## src/rtl/sd_pkg.sv

```systemverilog
// Shared constants, error codes and state encoding for the SD single-block reader.
package sd_pkg;

   localparam logic [6:0]  CMD17      = 7'd17;
   localparam logic [7:0]  TOK_START  = 8'hFE;
   localparam logic [7:0]  TOK_IDLE   = 8'hFF;

   localparam logic [2:0]  ERR_OK       = 3'd0;
   localparam logic [2:0]  ERR_R1       = 3'd1;
   localparam logic [2:0]  ERR_TIMEOUT  = 3'd2;
   localparam logic [2:0]  ERR_DATA_TOK = 3'd3;
   localparam logic [2:0]  ERR_CRC      = 3'd4;

   localparam logic [15:0] CRC16_POLY = 16'h1021;

   typedef enum logic [2:0] {
      ST_IDLE  = 3'd0,
      ST_ISSUE = 3'd1,
      ST_RESP  = 3'd2,
      ST_TOKEN = 3'd3,
      ST_DATA  = 3'd4,
      ST_CRC   = 3'd5,
      ST_FIN   = 3'd6
   } state_t;

endpackage

```

## src/rtl/sd_crc16.sv

```systemverilog
// CRC16-CCITT (0x1021, init 0, unreflected), one whole byte folded in per enabled cycle.
module sd_crc16
   import sd_pkg::*;
(
   input  logic        clk,
   input  logic        rst,
   input  logic        clr,
   input  logic        en,
   input  logic [7:0]  din,
   output logic [15:0] crc
);

   logic [15:0] crc_q;
   logic [15:0] crc_d;

   always_comb begin
      crc_d = crc_q ^ {din, 8'h00};
      for (int i = 0; i < 8; i++) begin
         crc_d = crc_d[15] ? ((crc_d << 1) ^ CRC16_POLY) : (crc_d << 1);
      end
   end

   always_ff @(posedge clk or negedge rst) begin
      if (!rst) begin
         crc_q <= '0;
      end else if (clr) begin
         crc_q <= '0;
      end else if (en) begin
         crc_q <= crc_d;
      end
   end

   assign crc = crc_q;

endmodule

```

## src/rtl/sd_block_reader.sv

```systemverilog
// CMD17 single-block read sequencer: issues the command, hunts the start token,
// streams 512 payload bytes out with an index and checks the trailing CRC16.
//
// state    | meaning
// ---------+--------------------------------------------------------------
// ST_IDLE  | waiting for rd_req
// ST_ISSUE | cmd/address held, waiting for sd_rdy to pulse sd_en
// ST_RESP  | waiting for the R1 status strobe
// ST_TOKEN | hunting for 0xFE, down-counting the idle-byte budget
// ST_DATA  | forwarding 512 payload bytes into the CRC
// ST_CRC   | collecting the two CRC bytes, MSB first
// ST_FIN   | rd_done pulse cycle; also accepts a new request
module sd_block_reader
   import sd_pkg::*;
#(
   parameter int ADDR_BYTE     = 0,
   parameter int TOKEN_TIMEOUT = 1024
) (
   input  logic        clk,
   input  logic        rst,
   input  logic        rd_req,
   input  logic [31:0] rd_sector,
   output logic        rd_busy,
   output logic        rd_done,
   output logic [2:0]  rd_err,
   output logic [7:0]  byte_out,
   output logic        byte_valid,
   output logic [8:0]  byte_idx,
   output logic [6:0]  sd_cmd,
   output logic [31:0] sd_address,
   output logic        sd_en,
   input  logic        sd_rdy,
   input  logic        sd_valid_status,
   input  logic [6:0]  sd_resp_status,
   input  logic [7:0]  sd_data,
   input  logic        sd_data_valid
);

   localparam int              HW        = $clog2(TOKEN_TIMEOUT + 1);
   localparam logic [HW-1:0]   HUNT_LOAD = HW'(TOKEN_TIMEOUT - 1);

   state_t        state_q;
   logic          busy_q;
   logic          done_q;
   logic [2:0]    err_q;
   logic [7:0]    byte_q;
   logic          bvalid_q;
   logic [8:0]    bidx_q;
   logic [8:0]    idx_q;
   logic [6:0]    cmd_q;
   logic [31:0]   addr_q;
   logic          en_q;
   logic [HW-1:0] hunt_q;
   logic [7:0]    crc_hi_q;
   logic          crc_second_q;

   logic [31:0]   addr_w;
   logic          accept;
   logic          crc_clr;
   logic          crc_en;
   logic [15:0]   crc_val;

   assign addr_w  = (ADDR_BYTE != 0) ? {rd_sector[22:0], 9'd0} : rd_sector;
   // FIN is the rd_done cycle, so a request there is taken back-to-back
   assign accept  = rd_req && ((state_q == ST_IDLE) || (state_q == ST_FIN));
   assign crc_clr = (state_q == ST_TOKEN) && sd_data_valid && (sd_data == TOK_START);
   assign crc_en  = (state_q == ST_DATA) && sd_data_valid;

   sd_crc16 u_crc (
      .clk (clk),
      .rst (rst),
      .clr (crc_clr),
      .en  (crc_en),
      .din (sd_data),
      .crc (crc_val)
   );

   always_ff @(posedge clk or negedge rst) begin
      if (!rst) begin
         state_q      <= ST_IDLE;
         busy_q       <= 1'b0;
         done_q       <= 1'b0;
         err_q        <= ERR_OK;
         byte_q       <= '0;
         bvalid_q     <= 1'b0;
         bidx_q       <= '0;
         idx_q        <= '0;
         cmd_q        <= '0;
         addr_q       <= '0;
         en_q         <= 1'b0;
         hunt_q       <= '0;
         crc_hi_q     <= '0;
         crc_second_q <= 1'b0;
      end else begin
         done_q   <= 1'b0;
         bvalid_q <= 1'b0;
         en_q     <= 1'b0;
         case (state_q)
            ST_IDLE, ST_FIN: begin
               state_q <= ST_IDLE;
               if (accept) begin
                  busy_q  <= 1'b1;
                  err_q   <= ERR_OK;
                  cmd_q   <= CMD17;
                  addr_q  <= addr_w;
                  state_q <= ST_ISSUE;
               end
            end
            ST_ISSUE: begin
               if (sd_rdy) begin
                  en_q    <= 1'b1;
                  state_q <= ST_RESP;
               end
            end
            ST_RESP: begin
               if (sd_valid_status) begin
                  if (sd_resp_status == 7'd0) begin
                     hunt_q  <= HUNT_LOAD;
                     idx_q   <= '0;
                     state_q <= ST_TOKEN;
                  end else begin
                     err_q   <= ERR_R1;
                     done_q  <= 1'b1;
                     busy_q  <= 1'b0;
                     state_q <= ST_FIN;
                  end
               end
            end
            ST_TOKEN: begin
               if (sd_data_valid) begin
                  if (sd_data == TOK_START) begin
                     idx_q        <= '0;
                     crc_second_q <= 1'b0;
                     state_q      <= ST_DATA;
                  end else if (sd_data[7:4] == 4'h0) begin
                     err_q   <= ERR_DATA_TOK;
                     done_q  <= 1'b1;
                     busy_q  <= 1'b0;
                     state_q <= ST_FIN;
                  end else if (hunt_q == '0) begin
                     err_q   <= ERR_TIMEOUT;
                     done_q  <= 1'b1;
                     busy_q  <= 1'b0;
                     state_q <= ST_FIN;
                  end else begin
                     hunt_q <= hunt_q - 1'b1;
                  end
               end
            end
            ST_DATA: begin
               if (sd_data_valid) begin
                  byte_q   <= sd_data;
                  bidx_q   <= idx_q;
                  bvalid_q <= 1'b1;
                  idx_q    <= idx_q + 1'b1;
                  if (idx_q == 9'd511) begin
                     state_q <= ST_CRC;
                  end
               end
            end
            ST_CRC: begin
               if (sd_data_valid) begin
                  if (!crc_second_q) begin
                     crc_hi_q     <= sd_data;
                     crc_second_q <= 1'b1;
                  end else begin
                     err_q   <= ({crc_hi_q, sd_data} == crc_val) ? ERR_OK : ERR_CRC;
                     done_q  <= 1'b1;
                     busy_q  <= 1'b0;
                     state_q <= ST_FIN;
                  end
               end
            end
            default: state_q <= ST_IDLE;
         endcase
      end
   end

   assign rd_busy    = busy_q;
   assign rd_done    = done_q;
   assign rd_err     = err_q;
   assign byte_out   = byte_q;
   assign byte_valid = bvalid_q;
   assign byte_idx   = bidx_q;
   assign sd_cmd     = cmd_q;
   assign sd_address = addr_q;
   assign sd_en      = en_q;

endmodule

```

## config.mk

```make
export PLATFORM = sky130hd
export DESIGN_NAME = sd_block_reader
export DESIGN_NICKNAME = d
export VERILOG_FILES = /design/src/rtl/sd_pkg.sv /design/src/rtl/sd_crc16.sv /design/src/rtl/sd_block_reader.sv
export SDC_FILE = /design/constraint.sdc
export NUM_CORES = 1
export LEC_CHECK = 0
export CAP_MARGIN = 25
export CORE_ASPECT_RATIO = 0.8
export CORE_MARGIN = 2
export CORE_UTILIZATION = 35
export CTS_CLUSTER_DIAMETER = 40
export CTS_CLUSTER_SIZE = 28
export DETAILED_ROUTE_END_ITERATION = 6
export GPL_ROUTABILITY_DRIVEN = 0
export SETUP_SLACK_MARGIN = 0.05
export SYNTH_ARGS = -nofsm -noshare
export SYNTH_HDL_FRONTEND = slang
export SYNTH_SLANG_ARGS = --single-unit
```

## constraint.sdc

```tcl
create_clock -name clk -period 2.8 [get_ports clk]
set_clock_uncertainty 0.1 [all_clocks]
set_input_delay 0.56 -clock clk [delete_from_list [all_inputs] [get_ports clk]]
set_output_delay 0.56 -clock clk [all_outputs]
set_load 0.1 [all_outputs]
```

==> impl_metrics.tcl, run 1 <==
set metrics [dict create \
    worst-slew-pin-transition_ps 602 \
    grt_pass1_vias 3880 \
    startpoint_type "flop" \
    cap_violations 0 \
    final_nets 646 \
    postLayoutCoreUtil_pct 48.1 \
    io_buffers 110 \
    fin_crit_ps 2520 \
    syn_inst 460 \
    dp_hpwl_um 8310 \
    num_io_pins 116 \
    clockRootBuffer "clkbuf_16" \
    ys_top_cells_by_area "dfrtp_1, mux2_2, nand2_1" \
    syn_area_um2 4970 \
    r2r_slack_ps 280 \
    syn_avg_cell_area_um2 10.8 \
    die-area_um2 15200 \
    grt_pass1_wl_um 19600 \
    post_drt_via_cell_ratio 4.89 \
    yosys_warnings 0 \
    crit_chain "inv_1 > ha_1 > or4b_1 > o41ai_4 > nand2_1 > a21boi_2 > mux2_1" \
    rows 38 \
    wl_per_cell_um 15.0 \
    clk_pin_slew_ps 60 \
    fmax_mhz 398 \
    setup_viol 0 \
    synth_cell_types 60 \
    synth_top_area_share_pct 52.9 \
    crit_fanout 5 \
    synth_top_cells_by_count "dfrtp_1, nand2_1, mux2_2, xor2_1, nor2_1" \
    vias 3793 \
    area_growth_pct 32.6 \
    crit_type "flop to flop" \
    drive_above_1_share_pct 27.2 \
    die_y_um 111 \
    die_w_um 137 \
    route.detailed.drc 0 \
    clkSinkCount 105 \
    fin_cells 775 \
    drt_iter0_drc 257 \
    cts.path.max_buffers 2 \
    htree_levels 3 \
    start_util_pct 36.3 \
    num_antenna_cells 0 \
    routed_wl_um 11700 \
    antenna_found_initial 0 \
    relSlewSlack_pct 59.9 \
    cpPeakStageDelay_ps 590 \
    numCtsBuffers 9 \
    num-fill-cells 1300 \
    timing.final.crit_share_pct 89.8 \
    required_ps 2930 \
    slowest_stage "or4b_1" \
    synth_area_leader_cell "dfrtp_1" \
    slew_viol_final 0 \
    ant_nets 0 \
    coreArea_um2 13700 \
    min_path_type "input port to async pin" \
    setup_tns_ps 0 \
    outcome "finished clean" \
    crit_arrival_ps 2650 \
    drt_pass1_iterations 4 \
    ys.flop_type "dfrtp_1" \
    crit_path_end_kind "flop" \
    grt_setup_unrepaired "no" \
    hold_buffers 0 \
    grt-ovfl-total 0 \
    cts_tree "built" \
    synthArstFlopShare_pct 100 \
    yosysMostFrequentCell "dfrtp_1" \
    hold_viol 0 \
    grt.total_usage_pct 16.4 \
    ys_ff_latch 105 \
    dpl.cell_count 759 \
    hold_slack_ps 137 \
    clock_latency_ps 350 \
    seq_area_frac_synth_pct 52.9 \
    synth-edff-count 0 \
    grt_max_degree 106 \
]
==> critical path: cells and delay by family (launching register included) <==
| family | cells | cell delay, ps |
|---|---|---|
| AND/OR/NAND/NOR | 2 | 740 |
| AO/OA/AOI/OAI | 2 | 530 |
| flip-flops | 1 | 390 |
| multiplexers | 1 | 330 |
| adder cells (fa/ha/maj) | 1 | 210 |
| buffers and inverters | 1 | 100 |
==> cells by family (layout without fill, tap and decap cells) <==
group           count (synthesis)  in the layout  synth area share [%]
other cells                     1              5                0.0755
fa+ha+maj                       3              3                 0.755
simple gates                  161            161                  16.2
compound gates                 73             73                  9.69
buf+inv                        34            165                  3.68
mux                            43             43                  9.72
xor+xnor                       40             40                  7.05
flops                         105            105                  52.9
==> placed cells by master (no fill, tap or decap), drive strengths merged, types with 2 or more instances in the layout <==
cell           Yosys  routed
dfrtp            105     105
buf               12      90
nand2             78      78
clkdlybuf4s50      0      51
mux2              42      42
xor2              25      25
nor2              21      21
o21ai             20      20
a21oi             16      16
xnor2             15      15
nor3              14      14
clkbuf            14      11
o22ai              9       9
inv                8       9
nor4               7       7
and3               6       6
nand3              5       5
nand2b             5       5
conb               1       5
nand4              5       5
or2                3       3
o211ai             3       3
a22o               3       3
o31ai              3       3
a2bb2oi            3       3
ha                 3       3
clkinv             0       3
and2               3       3
or3b               3       3
nor2b              2       2
nand4b             2       2
a31oi              2       2
o21a               2       2
o21bai             2       2
or4                2       2
a22oi              2       2
==> metal layers <==
metal  vias to the layer above  share of wire, %  track usage, %
li1                       1847                 -               -
met5                         -                 0               0
met2                        93                47            24.8
met1                      1842                47            23.1
met3                        11               4.8            4.09
met4                         0              0.94            4.60
==> final timing paths <==
| kind | from | to | cells past startpoint |
|---|---|---|---|
| setup / recovery | hunt_q[0] | rd_err[0] | 7 |
| setup reg to reg | hunt_q[0] | rd_err[0] | 7 |
| hold reg to reg | byte_idx[8] | byte_idx[8] | 2 |
| hold / removal | rst | byte_idx[4] | 2 |
| min in group clk | byte_idx[8] | byte_idx[8] | 2 |
| max in group asynchronous | rst | u_crc.crc[15] | 2 |
==> area by class of cell <==
cell class	instances	area (um2)	area share, %
timing repair buffer	141	1220	18.6
sequential	105	2630	39.9
inverter	8	30.0	0.456
clock buffer	11	243	3.68
tap	180	225	3.42
clock inverter	5	53.8	0.817
multi-input combinational	325	2180	33.2
==> flip-flops by register name, indices dropped and copies added (netlist names) <==
| register | cells |
|---|---|
| crc_second_q | 1 |
| rd_err | 3 |
| idx_q | 9 |
| crc_hi_q | 8 |
| byte_valid | 1 |
| sd_en | 1 |
| rd_done | 1 |
| u_crc.crc | 16 |
| rd_busy | 1 |
| sd_cmd | 1 |
| sd_address | 32 |
| byte_idx | 9 |
| state_q | 3 |
| hunt_q | 11 |
| byte_out | 8 |
==> through the flow <==
step           worst slack [ps]  area, um2
5_1_grt                     148       6590
4_1_cts                     254       6580
3_5_place_dp               -125       6290
2_1_floorplan               429       4980
6_report                    285       6590
3_3_place_gp              -67.2       6290
==> repair_timing <==
| action | in CTS | in global routing |
|---|---|---|
| endpoints found under the setup margin | 0 | 1 |
| resized for setup | 0 | 1 |
| setup buffers | 0 | 0 |
Power of run 1 is not shown: default switching activity piles up to over one toggle a cycle in this logic, so the estimate is an artifact.
==> run 2: changes to the inputs <==
--- a/config.mk
+++ b/config.mk
@@ -6,6 +6,8 @@
 export NUM_CORES = 1
 export LEC_CHECK = 0
 export CAP_MARGIN = 25
+export CELL_PAD_IN_SITES_DETAIL_PLACEMENT = 0
+export CELL_PAD_IN_SITES_GLOBAL_PLACEMENT = 1
 export CORE_ASPECT_RATIO = 0.8
 export CORE_MARGIN = 2
 export CORE_UTILIZATION = 35
@@ -13,7 +15,9 @@
 export CTS_CLUSTER_SIZE = 28
 export DETAILED_ROUTE_END_ITERATION = 6
 export GPL_ROUTABILITY_DRIVEN = 0
+export PLACE_DENSITY_LB_ADDON = 0.1
 export SETUP_SLACK_MARGIN = 0.05
+export SLEW_MARGIN = 40
 export SYNTH_ARGS = -nofsm -noshare
 export SYNTH_HDL_FRONTEND = slang
 export SYNTH_SLANG_ARGS = --single-unit
==> run 2 against run 1 <==
Against the previous run: worst setup slack better by 4.4 ps; hold slack worse by 66 ps; design area fell by 0.17%; cell count fell by 0.13%; sequential share of layout area up 0.068 points; non-clock buffer count fell by 1; routed wire length rose by 6.4%; maximum frequency increased by 0.18%; utilization is 0.082 points lower.
==> impl_metrics.tcl, run 2 (same netlist as run 1, synthesis figures left out) <==
set metrics [dict create \
    startpoint_type "flop" \
    largest_reg_flops 32 \
    setup_tns_ps 0 \
    hold_slack_ps 71.1 \
    crit_path_end_kind "flop" \
    wl_per_cell_um 16.0 \
    crit_type "flop to flop" \
    worst_r2r_endpoint "hunt_q[7]" \
    relSlewSlack_pct 65.3 \
    grt_pass1_vias 3759 \
    r2r_slack_ps 290 \
    cap_violations 0 \
    crit_chain "inv_1 > ha_1 > or4b_1 > o41ai_4 > a22o_1 > nor3_1 > or3b_1" \
    cpLargestDelayFamily "simple AND/OR/NAND/NOR gates" \
    cts_tree "built" \
    coreArea_um2 13700 \
    post_drt_via_cell_ratio 4.93 \
    crit_arrival_ps 2650 \
    crit_cells 7 \
    ant_nets 0 \
    grt_pass1_wl_um 20300 \
    crit_fanout 5 \
    worst-slew-pin-transition_ps 521 \
    drt_iter0_drc 279 \
    hold_viol 0 \
    drive_above_1_share_pct 27.3 \
    mostFrequentLayoutCells "dfrtp_1, buf_4, nand2_1, clkdlybuf4s50_1, mux2_2" \
    setup_viol 0 \
    cpPeakStageDelay_ps 550 \
    rows 38 \
    final_nets 645 \
    required_ps 2940 \
    outcome "finished clean" \
    regArea_um2 2630 \
    numCtsBuffers 9 \
    reg2reg_from "hunt_q[0]" \
    clkSinkCount 105 \
    die_w_um 137 \
    grt_setup_unrepaired "no" \
    htree_levels 3 \
    cp_num_buf_inv 1 \
    reg2reg_depth 7 \
    cts.path.max_buffers 2 \
    clock_latency_ps 360 \
    multi_input_area_um2 2180 \
    grt_max_degree 47 \
    slew_viol_final 0 \
    die_y_um 111 \
    fmax_mhz 398 \
    grt-ovfl-total 0 \
    routed_wl_um 12400 \
    dpl.cell_count 758 \
    mostFrequentLayoutCell "dfrtp_1" \
    min_path_type "input port to async pin" \
    slowest_stage "or4b_1" \
    drt_pass1_iterations 5 \
    num-fill-cells 1299 \
    fin_crit_ps 2510 \
    num_io_pins 116 \
    grt.total_usage_pct 17.4 \
    start_util_pct 36.3 \
    clockRootBuffer "clkbuf_16" \
    die-area_um2 15200 \
    route.detailed.drc 0 \
    vias 3818 \
    area_growth_pct 32.3 \
    dp_hpwl_um 8990 \
    num_antenna_cells 0 \
    io_buffers 110 \
    fin_cells 774 \
    timing.final.crit_share_pct 89.7 \
    clk_pin_slew_ps 70 \
    antenna_found_initial 0 \
]
## run 2: worst max-delay path by stage
stage	endpoint	slack, ps	from
6_report	hunt_q[7]	290	hunt_q[0]
2_1_floorplan	hunt_q[9]	430	hunt_q[0]
4_1_cts	hunt_q[2]	280	hunt_q[0]
3_3_place_gp	hunt_q[2]	8	sd_data[4]
3_5_place_dp	hunt_q[7]	-10	sd_data[4]
5_1_grt	hunt_q[9]	150	hunt_q[0]
## run 2: layout make-up
| cell class | instances | share of cell area, % |
|---|---|---|
| Clock buffer | 10 | 3.63 |
| Clock inverter | 6 | 0.818 |
| Timing Repair Buffer | 140 | 18.5 |
| Tap cell | 180 | 3.42 |
| Multi-Input combinational cell | 325 | 33.2 |
| Sequential cell | 105 | 40.0 |
| Inverter | 8 | 0.457 |
## run 2: metal layers
metal	wire length, um	share of wire [%]	track usage (%)
met1	5900	48	24.1
met2	5930	48	27.0
met3	415	3.3	4.50
met4	136	1.1	4.54
met5	0	0	0
## run 2: repair_timing
| item | in CTS | in global routing |
|---|---|---|
| hold buffers | 0 | 0 |
| gates resized for setup | 0 | 1 |
| buffers inserted | 0 | 0 |
| endpoints found under the setup margin | 0 | 1 |
## run 2: metrics by stage
step	setup WS (ps)	utilization [%]	cell area (um2)
after floorplan	429	-	4980
after global placement	7.58	45.9	6280
after detailed placement	-10.6	45.9	6280
after CTS	281	48.0	6570
after global routing	148	48.0	6580
final	289	48.0	6580
Power of run 2 is left out for the same reason.
